--- src/rtl/mat_mul_engine.sv ---
// Square matrix multiplier: streams in A and B, computes R = A x B with one MAC, streams R out.
// Optional build macro MAT_MUL_SAT_EN saturates stored results instead of wrapping them.
module mat_mul_engine #(
    parameter int unsigned DIM_LOG    = 2,
    parameter int unsigned DATA_WIDTH = 32,
    parameter int unsigned SIGNED     = 0
) (
    input  logic                    s00_axi_aclk,
    input  logic                    s00_axi_aresetn,
    output logic                    s00_axis_tready,
    input  logic [DATA_WIDTH-1:0]   s00_axis_tdata,
    input  logic                    s00_axis_tlast,
    input  logic                    s00_axis_tvalid,
    output logic                    m00_axis_tvalid,
    output logic [DATA_WIDTH-1:0]   m00_axis_tdata,
    output logic [DATA_WIDTH/8-1:0] m00_axis_tstrb,
    output logic                    m00_axis_tlast,
    input  logic                    m00_axis_tready,
    input  logic                    sel,
    input  logic                    start,
    output logic                    busy,
    output logic                    load_err
);

    localparam int unsigned DIM       = 1 << DIM_LOG;
    localparam int unsigned SIZE      = DIM * DIM;
    localparam int unsigned SIZE_LOG  = 2 * DIM_LOG;
    localparam int unsigned ACC_WIDTH = 2 * DATA_WIDTH + DIM_LOG;
    localparam int unsigned PH_W      = DIM_LOG + 1;

    localparam logic [1:0] StIdle   = 2'd0;
    localparam logic [1:0] StCalc   = 2'd1;
    localparam logic [1:0] StOutput = 2'd2;

    localparam logic [SIZE_LOG-1:0] LastIdx = SIZE_LOG'(SIZE - 1);
    localparam logic [SIZE_LOG-1:0] CntOne  = SIZE_LOG'(1);
    localparam logic [SIZE_LOG:0]   RdOne   = (SIZE_LOG + 1)'(1);
    localparam logic [PH_W-1:0]     PhOne   = PH_W'(1);
    localparam logic [PH_W-1:0]     PhLast  = PH_W'(DIM + 1);

    logic [DATA_WIDTH-1:0] mem_a [SIZE];
    logic [DATA_WIDTH-1:0] mem_b [SIZE];
    logic [DATA_WIDTH-1:0] mem_r [SIZE];

    logic [1:0]            state_q, state_d;
    logic                  tready_q, tready_d;
    logic                  busy_q, busy_d;
    logic                  load_err_q, load_err_d;
    logic [SIZE_LOG-1:0]   cnt_a_q, cnt_a_d;
    logic [SIZE_LOG-1:0]   cnt_b_q, cnt_b_d;
    logic [SIZE_LOG-1:0]   elem_q, elem_d;
    logic [PH_W-1:0]       phase_q, phase_d;
    logic [ACC_WIDTH-1:0]  acc_q, acc_d;
    logic [SIZE_LOG:0]     rd_idx_q, rd_idx_d;
    logic                  tvalid_q, tvalid_d;
    logic                  tlast_q, tlast_d;
    logic [DATA_WIDTH-1:0] tdata_q, tdata_d;

    logic [DATA_WIDTH-1:0] a_rd_q, b_rd_q;
    logic [SIZE_LOG-1:0]   a_addr, b_addr;
    logic [SIZE_LOG-1:0]   load_cnt, load_cnt_nxt;
    logic                  load_frame_err;
    logic                  beat;
    logic                  r_wr;
    logic                  out_fire;
    logic [DATA_WIDTH-1:0] out_word;

    logic                    a_sgn, b_sgn;
    logic [2*DATA_WIDTH-1:0] a_ext, b_ext, prod;
    logic [ACC_WIDTH-1:0]    prod_ext;
    logic [DATA_WIDTH-1:0]   res_val;

    assign s00_axis_tready = tready_q;
    assign m00_axis_tvalid = tvalid_q;
    assign m00_axis_tdata  = tdata_q;
    assign m00_axis_tlast  = tlast_q;
    assign m00_axis_tstrb  = '1;
    assign busy            = busy_q;
    assign load_err        = load_err_q;

    assign beat     = s00_axis_tvalid & tready_q & (state_q == StIdle);
    assign load_cnt = sel ? cnt_b_q : cnt_a_q;
    assign r_wr     = (state_q == StCalc) && (phase_q == PhLast);
    assign out_fire = tvalid_q & m00_axis_tready;
    assign out_word = mem_r[rd_idx_q[SIZE_LOG-1:0]];

    // Row i of A against column j of B; phase selects k during the read-issue cycles.
    assign a_addr = {elem_q[SIZE_LOG-1:DIM_LOG], phase_q[DIM_LOG-1:0]};
    assign b_addr = {phase_q[DIM_LOG-1:0], elem_q[DIM_LOG-1:0]};

    always_comb begin
        load_cnt_nxt   = load_cnt + CntOne;
        load_frame_err = 1'b0;
        if (s00_axis_tlast || (load_cnt == LastIdx)) begin
            load_cnt_nxt   = '0;
            load_frame_err = !(s00_axis_tlast && (load_cnt == LastIdx));
        end
    end

    // Low 2*DATA_WIDTH bits of the extended product are exact for both operand types.
    always_comb begin
        a_sgn    = (SIGNED != 0) && a_rd_q[DATA_WIDTH-1];
        b_sgn    = (SIGNED != 0) && b_rd_q[DATA_WIDTH-1];
        a_ext    = {{DATA_WIDTH{a_sgn}}, a_rd_q};
        b_ext    = {{DATA_WIDTH{b_sgn}}, b_rd_q};
        prod     = a_ext * b_ext;
        prod_ext = {{DIM_LOG{(SIGNED != 0) && prod[2*DATA_WIDTH-1]}}, prod};
    end

`ifdef MAT_MUL_SAT_EN
    always_comb begin
        res_val = acc_q[DATA_WIDTH-1:0];
        if (SIGNED != 0) begin
            if (!(&acc_q[ACC_WIDTH-1:DATA_WIDTH-1]) && (|acc_q[ACC_WIDTH-1:DATA_WIDTH-1])) begin
                res_val = acc_q[ACC_WIDTH-1] ? {1'b1, {(DATA_WIDTH-1){1'b0}}}
                                             : {1'b0, {(DATA_WIDTH-1){1'b1}}};
            end
        end else if (|acc_q[ACC_WIDTH-1:DATA_WIDTH]) begin
            res_val = '1;
        end
    end
`else
    logic unused_acc_hi;
    assign unused_acc_hi = ^acc_q[ACC_WIDTH-1:DATA_WIDTH];
    assign res_val       = acc_q[DATA_WIDTH-1:0];
`endif

    always_comb begin
        state_d    = state_q;
        tready_d   = tready_q;
        busy_d     = busy_q;
        load_err_d = load_err_q;
        cnt_a_d    = cnt_a_q;
        cnt_b_d    = cnt_b_q;
        elem_d     = elem_q;
        phase_d    = phase_q;
        acc_d      = acc_q;
        rd_idx_d   = rd_idx_q;
        tvalid_d   = tvalid_q;
        tlast_d    = tlast_q;
        tdata_d    = tdata_q;

        case (state_q)
            StIdle: begin
                tready_d = 1'b1;
                if (beat) begin
                    if (sel) begin
                        cnt_b_d = load_cnt_nxt;
                    end else begin
                        cnt_a_d = load_cnt_nxt;
                    end
                    if (load_frame_err) begin
                        load_err_d = 1'b1;
                    end
                end else if (start) begin
                    state_d    = StCalc;
                    tready_d   = 1'b0;
                    busy_d     = 1'b1;
                    load_err_d = 1'b0;
                    elem_d     = '0;
                    phase_d    = '0;
                end
            end

            StCalc: begin
                // Read data for k arrives one cycle after its address, so products span 1..DIM.
                if ((phase_q != '0) && (phase_q != PhLast)) begin
                    acc_d = (phase_q == PhOne) ? prod_ext : acc_q + prod_ext;
                end
                if (phase_q == PhLast) begin
                    phase_d = '0;
                    if (elem_q == LastIdx) begin
                        elem_d   = '0;
                        rd_idx_d = '0;
                        tvalid_d = 1'b0;
                        tlast_d  = 1'b0;
                        state_d  = StOutput;
                    end else begin
                        elem_d = elem_q + CntOne;
                    end
                end else begin
                    phase_d = phase_q + PhOne;
                end
            end

            StOutput: begin
                if (out_fire && tlast_q) begin
                    tvalid_d = 1'b0;
                    tlast_d  = 1'b0;
                    busy_d   = 1'b0;
                    state_d  = StIdle;
                end else if (!tvalid_q || m00_axis_tready) begin
                    // Refill the output register in the same cycle it drains.
                    if (!rd_idx_q[SIZE_LOG]) begin
                        tdata_d  = out_word;
                        tlast_d  = (rd_idx_q[SIZE_LOG-1:0] == LastIdx);
                        tvalid_d = 1'b1;
                        rd_idx_d = rd_idx_q + RdOne;
                    end else begin
                        tvalid_d = 1'b0;
                    end
                end
            end

            default: begin
                state_d = StIdle;
            end
        endcase
    end

    always_ff @(posedge s00_axi_aclk) begin
        if (!s00_axi_aresetn) begin
            state_q    <= StIdle;
            tready_q   <= 1'b0;
            busy_q     <= 1'b0;
            load_err_q <= 1'b0;
            cnt_a_q    <= '0;
            cnt_b_q    <= '0;
            elem_q     <= '0;
            phase_q    <= '0;
            acc_q      <= '0;
            rd_idx_q   <= '0;
            tvalid_q   <= 1'b0;
            tlast_q    <= 1'b0;
            tdata_q    <= '0;
        end else begin
            state_q    <= state_d;
            tready_q   <= tready_d;
            busy_q     <= busy_d;
            load_err_q <= load_err_d;
            cnt_a_q    <= cnt_a_d;
            cnt_b_q    <= cnt_b_d;
            elem_q     <= elem_d;
            phase_q    <= phase_d;
            acc_q      <= acc_d;
            rd_idx_q   <= rd_idx_d;
            tvalid_q   <= tvalid_d;
            tlast_q    <= tlast_d;
            tdata_q    <= tdata_d;
        end
    end

    // Matrix storage survives reset.
    always_ff @(posedge s00_axi_aclk) begin
        if (beat && !sel) begin
            mem_a[load_cnt] <= s00_axis_tdata;
        end
        if (beat && sel) begin
            mem_b[load_cnt] <= s00_axis_tdata;
        end
        if (r_wr) begin
            mem_r[elem_q] <= res_val;
        end
        a_rd_q <= mem_a[a_addr];
        b_rd_q <= mem_b[b_addr];
    end

endmodule

--- config.mk ---
export PLATFORM = sky130hd
export DESIGN_NAME = mat_mul_engine
export DESIGN_NICKNAME = d
export VERILOG_FILES = /design/src/rtl/mat_mul_engine.sv
export SDC_FILE = /design/constraint.sdc
export NUM_CORES = 2
export LEC_CHECK = 0
export ABC_AREA = 1
export BUFFER_PORTS_ARGS = -buffer_cell sky130_fd_sc_hd__buf_2
export CORE_UTILIZATION = 40
export DETAILED_ROUTE_END_ITERATION = 10
export HOLD_SLACK_MARGIN = 0.02
export PLACE_DENSITY = 0.6
export REMOVE_ABC_BUFFERS = 1
export SETUP_SLACK_MARGIN = 0.02
export SLEW_MARGIN = 10
export SYNTH_ARGS = -nofsm -noshare
export SYNTH_HDL_FRONTEND = slang
export SYNTH_SLANG_ARGS = --single-unit
--- constraint.sdc ---
create_clock -name s00_axi_aclk -period 10.2 [get_ports s00_axi_aclk]
set_clock_uncertainty 0.15 [all_clocks]
set_input_delay 3.06 -clock s00_axi_aclk [delete_from_list [all_inputs] [get_ports s00_axi_aclk]]
set_output_delay 3.06 -clock s00_axi_aclk [all_outputs]
set_load 0.05 [all_outputs]
# Word level (Yosys, flattened, before mapping)
# Memory sizes are Yosys's and may differ from the RTL's. A register that Yosys moved wholly into a read port is not among the register bits.
# Index checks and enable logic that the tools add are counted.
# totals
reg_bits	93
latchBits	0
ramBits	1536
rom_bits	0
input_bits	39
out_inout_bits	41
elab_cells	128
mem_count	3
# op_classes
n_addsub	5
multipliers	1
div	0
order_cmp	0
n_eq_ne	19
shifts	0
n_mux	50
n_bitwise	6
n_reduce_logical	31
# mem_list
memory	depth	width	rd	rd_clocked_by_memory_dff	write_ports	line_no	rtl
mem_a	16	32	1	1	1	41	logic [DATA_WIDTH-1:0] mem_a [SIZE];
mem_b	16	32	1	1	1	42	logic [DATA_WIDTH-1:0] mem_b [SIZE];
mem_r	16	32	1	1	1	43	logic [DATA_WIDTH-1:0] mem_r [SIZE];
# ops
operator	n
adder 66 x 64 -> 66 bit	1
two-way mux 66 bit	1
multiplier 32 x 32 -> 64 bit	1
two-way mux 5 bit	5
two-way mux 4 bit	6
two-way mux 1 bit	23
AND reduction 4 bit	4
AND reduction 5 bit	3
!= test 2 bit, second input constant	7
equality test 4 bit, second input constant	3
AND reduction 3 bit	4
two-way mux 2 bit	5
one-hot mux 5 bit (2 select lines)	1
two-way mux 3 bit	3
!= test 3 bit, second input constant	3
adder 4 x 1 -> 4 bit, second input constant	2
one-hot mux 4 bit (2 select lines)	1
nonzero test 2 bit	4
logical AND 1 bit	6
one-hot mux 1 bit (2 select lines)	3
one-hot mux 2 bit (3 select lines)	1
one-hot mux 3 bit (2 select lines)	1
AND reduction 6 bit	1
adder 5 x 1 -> 5 bit, second input constant	1
other kinds (13)	22

# Longest topological paths before layout
# logic_depth
ltp_word	7
mapped_depth	44
depth_no_buf	42

# Least setup slack after synthesis
# Ideal clock, no wire load.
# synth_path
path_kind	register to register
startpoint	register b_rd_q[2] (read register of mem_b)
endpoint	register acc_q[31]
setup_ns	0.109
t_arrival_ns	7.715
required_time_ns	9.941
path_slack_ns	2.226
stages_incl_launch_ff	36
path_buffers	2
synth_period_minus_slack_ns	7.974
cell_sequence	dfxtp_1 clkbuf_1 buf_1 nand2_1 fa_1 inv_1 fa_1 inv_1 fa_1 fa_1 inv_1 fa_1 fa_1 fa_1 fa_1 ha_1 nand2_1 nor4_1 nand3_1 nand3_1 nand2_1 o211ai_1 xor2_1 inv_1 ha_1 nand2_1 nor3_1 inv_1 o221a_2 nand2_1 nand2_1 nand3_1 nand3b_1 nand3_1 nand2_1 inv_1
# synth_between
elab_chain_len	3
# synth_lines
element	line_no	rtl
start: declaration	59	logic [DATA_WIDTH-1:0] a_rd_q, b_rd_q;
multiplier 32 x 32 -> 64 bit (*)	106	prod = a_ext * b_ext;
adder 66 x 64 -> 66 bit	168	acc_d = (phase_q == PhOne) ? prod_ext : acc_q + prod_ext;
two-way mux 66 bit (*)	168	
end signal: assignment	221	acc_q <= '0;
end signal: assignment	235	acc_q <= acc_d;
end: declaration	53	logic [ACC_WIDTH-1:0] acc_q, acc_d;
# Every way passes the cells marked *; elsewhere a longest branch is shown, timed or not.
# A chain may end at the register's enable or synchronous reset.

# Worst setup path in the final report
# layout_path
startpoint	register a_rd_q[7] (read register of mem_a)
endpoint	register acc_q[24]
# layout_between
elab_chain_len	3
# layout_lines
element	line_no
start: declaration	59
multiplier 32 x 32 -> 64 bit (*)	106
adder 66 x 64 -> 66 bit	168
two-way mux 66 bit (*)	168
# Marked as above.

==> results by group <==
Setup path
  • Worst setup path start: a_rd_q[7]
  • Crit path buf inv count: 7
  • Worst Path Max Fanout: 26
  • Slowest cell on crit path: dfxtp_1
  • FF-to-FF Start: a_rd_q[7]
  • Type of destination of the critical path: register
  • Worst Reg-to-Reg Cells: 33
  • Crit-path max cell delay: 1.12 ns
  • Crit Path Category: reg -> reg
  • CP arrival: 9.57 ns
  • Worst Path Required: between 10 and 15 ns
  • CP Launch Type: register
  • Top cell family by delay on the critical path: adder cells
  • Crit. path cell count: 33
  • CP dominant cell by count: fa_1

STA
  • Measured slew at the worst slew-check pin: 1.27 ns
  • Final Slew Violations: 0
  • Fmax: between 100 and 150 MHz
  • Final setup fails: 0
  • Crit path time final: 8.97 ns
  • Final Hold Violating Endpoints: 0
  • RSZ-0062 raised after global routing: no
  • Max_slew headroom: 0.153
  • Fin crit share: 0.879

GRT
  • Vias in the first global route: 52726
  • Largest net degree at the start of global routing: between 150 and 200
  • Global-route wire length before repair: between 300000 and 400000 um
  • Initial antenna violation count: 17
  • Gr ovfl total: 0
  • Gr usage total: 0.213

Die
  • Core area: 0.203 mm2
  • Die width: around 450 um
  • Initial core utilization: 0.403
  • I/O Pins: 80
  • Die area: a little over 0.2 mm2
  • Row count: 165
  • Die Y-Extent: around 450 um

Final layout
  • P&R area growth vs syn: 11.2%
  • Number of fill cells: 18321
  • Design area: between 0.09 and 0.1 mm2
  • Commonest non-fill, non-tap cell in the layout: edfxtp_1
  • Nets: 7656
  • Share of cells above drive strength 1: 0.0795
  • Commonest non-fill, non-tap cells in the layout: 1536 x edfxtp_1, 957 x nand2_1, 853 x inv_1

Yosys
  • Number of cells produced by synthesis: 7076
  • Post-synthesis sequential area ratio: 0.603
  • Top FF cell, synth: edfxtp_1
  • Flop and latch count out of synthesis: between 1500 and 2000
  • Syn avg cell area: 11.5 um2
  • FFs w/ async S/R, synth: 0
  • Post-synthesis cell type count: a little over 60
  • Synth warn: 0
  • Synthesized area: 0.0817 mm2
  • Number of synthesized flops with an enable pin: between 1500 and 2000

Placed design
  • DP Area: 0.0851 mm2
  • Gpl congestion: approximately 0.88
  • # port buffers: 75
  • DPL Wire Length: around 130000 um

Clock network
  • Total setup buffers inserted after CTS: 0
  • Clock sink count: ~1700
  • CTS clk-pin slew, worst paths: about 0.06 ns
  • CTS Hold Bufs: 0
  • CTS Buf Count: between 150 and 200
  • CTS tree: built
  • H-tree levels: 4
  • Clock tree buffer depth: 3
  • Clock Tree Root: clkbuf_16
  • Post-cts resize count: 0
  • Clock latency on the worst-skew pair: between 0.8 and 0.9 ns

Route
  • Wire per inst: 22.2 um
  • Total wire length: approximately 220000 um
  • Detailed Routing Iterations Pass 1: 6
  • Via count: 53509
  • DRT iter0 DRCs: 5174
  • Detail Route Antenna Nets: 0
  • Vias per Instance: 5.42
  • # DRC: 0

Hold path
  • Hold Path Class: reg -> reg
  • Hold Path Origin: rd_idx_q[4]
  • Hold Path Stages: 2

Job
  • Max-Cap Viols: 0

Outcome
  • Outcome: finished clean
[layer usage]
layer	vias to the layer above	share of wire	track usage	wire length, um
li1	24321	-	-	-
met1	26945	0.43	0.289	94100
met2	1846	0.48	0.352	105000
met3	381	0.063	0.0305	13900
met4	16	0.028	0.0644	6230
met5	-	0.00050	0	110
[state kept, by name, indices dropped and copies added (netlist names)]
signal,cells
state_q,2
m00_axis_tdata,32
cnt_b_q,4
rd_idx_q,5
m00_axis_tvalid,1
mem_r,512
m00_axis_tlast,1
a_rd_q,32
busy,1
elem_q,4
acc_q,32
cnt_a_q,4
mem_a,512
phase_q,3
b_rd_q,32
mem_b,512
s00_axis_tready,1
load_err,1
[kinds of logic (layout without fill, tap and decap cells)]
group           Yosys count  in the layout  share of synthesized area
fa+ha+maj               575            575                      0.126
buf+inv                1282           1396                     0.0602
other cells               1              6                  0.0000459
flops                  1691           1691                      0.603
compound gates         1562           1562                      0.111
xor+xnor                 54             54                    0.00588
simple gates           1911           1911                     0.0946
[worst reg2reg max path, delay by kind of cell, from the launching register on]
family / cells / cell delay (ns)
adder cells (fa/ha/maj): 10 / 4.54
flip-flops: 1 / 1.12
buffers and inverters: 7 / 0.40
AO/OA/AOI/OAI: 6 / 0.95
AND/OR/NAND/NOR: 10 / 1.77
[final cells by class]
class	instances	area, um2	area share
timing repair buffer	190	1250	0.0138
clock inverter	83	820	0.00903
tap	2672	3340	0.0368
antenna	2	5.00	0.0000551
sequential	1691	49200	0.542
clock buffer	244	4890	0.0539
inverter	879	3320	0.0366
multi-input combinational	4106	27900	0.308
[through the flow]
step                 util  hold WS (ns)  TNS, ns  setup WS [ns]  std cells
floorplan               -         0.300  -234.89         -0.883       6676
global placement    0.420         0.313        0           1.23       9538
detailed placement  0.420         0.323        0           1.18       9538
CTS                 0.448         0.331        0           1.21       9865
global route        0.448         0.370        0          0.553       9865
finish              0.448         0.333        0           1.23       9867
[Yosys cell counts (16+ instances only)]
library cell / n / area share
o21ai_0: 656 / 0.040
a21oi_1: 273 / 0.017
dfxtp_1: 155 / 0.038
buf_1: 37 / 0.0017
a22oi_1: 256 / 0.024
xor2_1: 26 / 0.0028
or4_1: 32 / 0.0029
nor3_1: 22 / 0.0013
nand2_1: 958 / 0.044
inv_2: 16 / 0.00074
inv_1: 857 / 0.039
o22ai_1: 281 / 0.022
o211ai_1: 19 / 0.0017
ha_1: 166 / 0.025
buf_2: 39 / 0.0024
nor2_1: 722 / 0.033
clkbuf_1: 314 / 0.014
nand3_1: 83 / 0.0051
xnor2_1: 27 / 0.0029
fa_1: 409 / 0.10
nand4_1: 44 / 0.0034
edfxtp_1: 1536 / 0.56
[path summary, 6_finish.rpt]
kind | to | slack [ns]
worst max-delay path | acc_q[24] | 1.23
worst min-delay path | rd_idx_q[4] | 0.33
worst max register to register | acc_q[24] | 1.23
worst min register to register | rd_idx_q[4] | 0.33
Power is left out: the tool's default activity adds up to more than one toggle a clock period on the data nets, which glitch-free logic cannot reach.
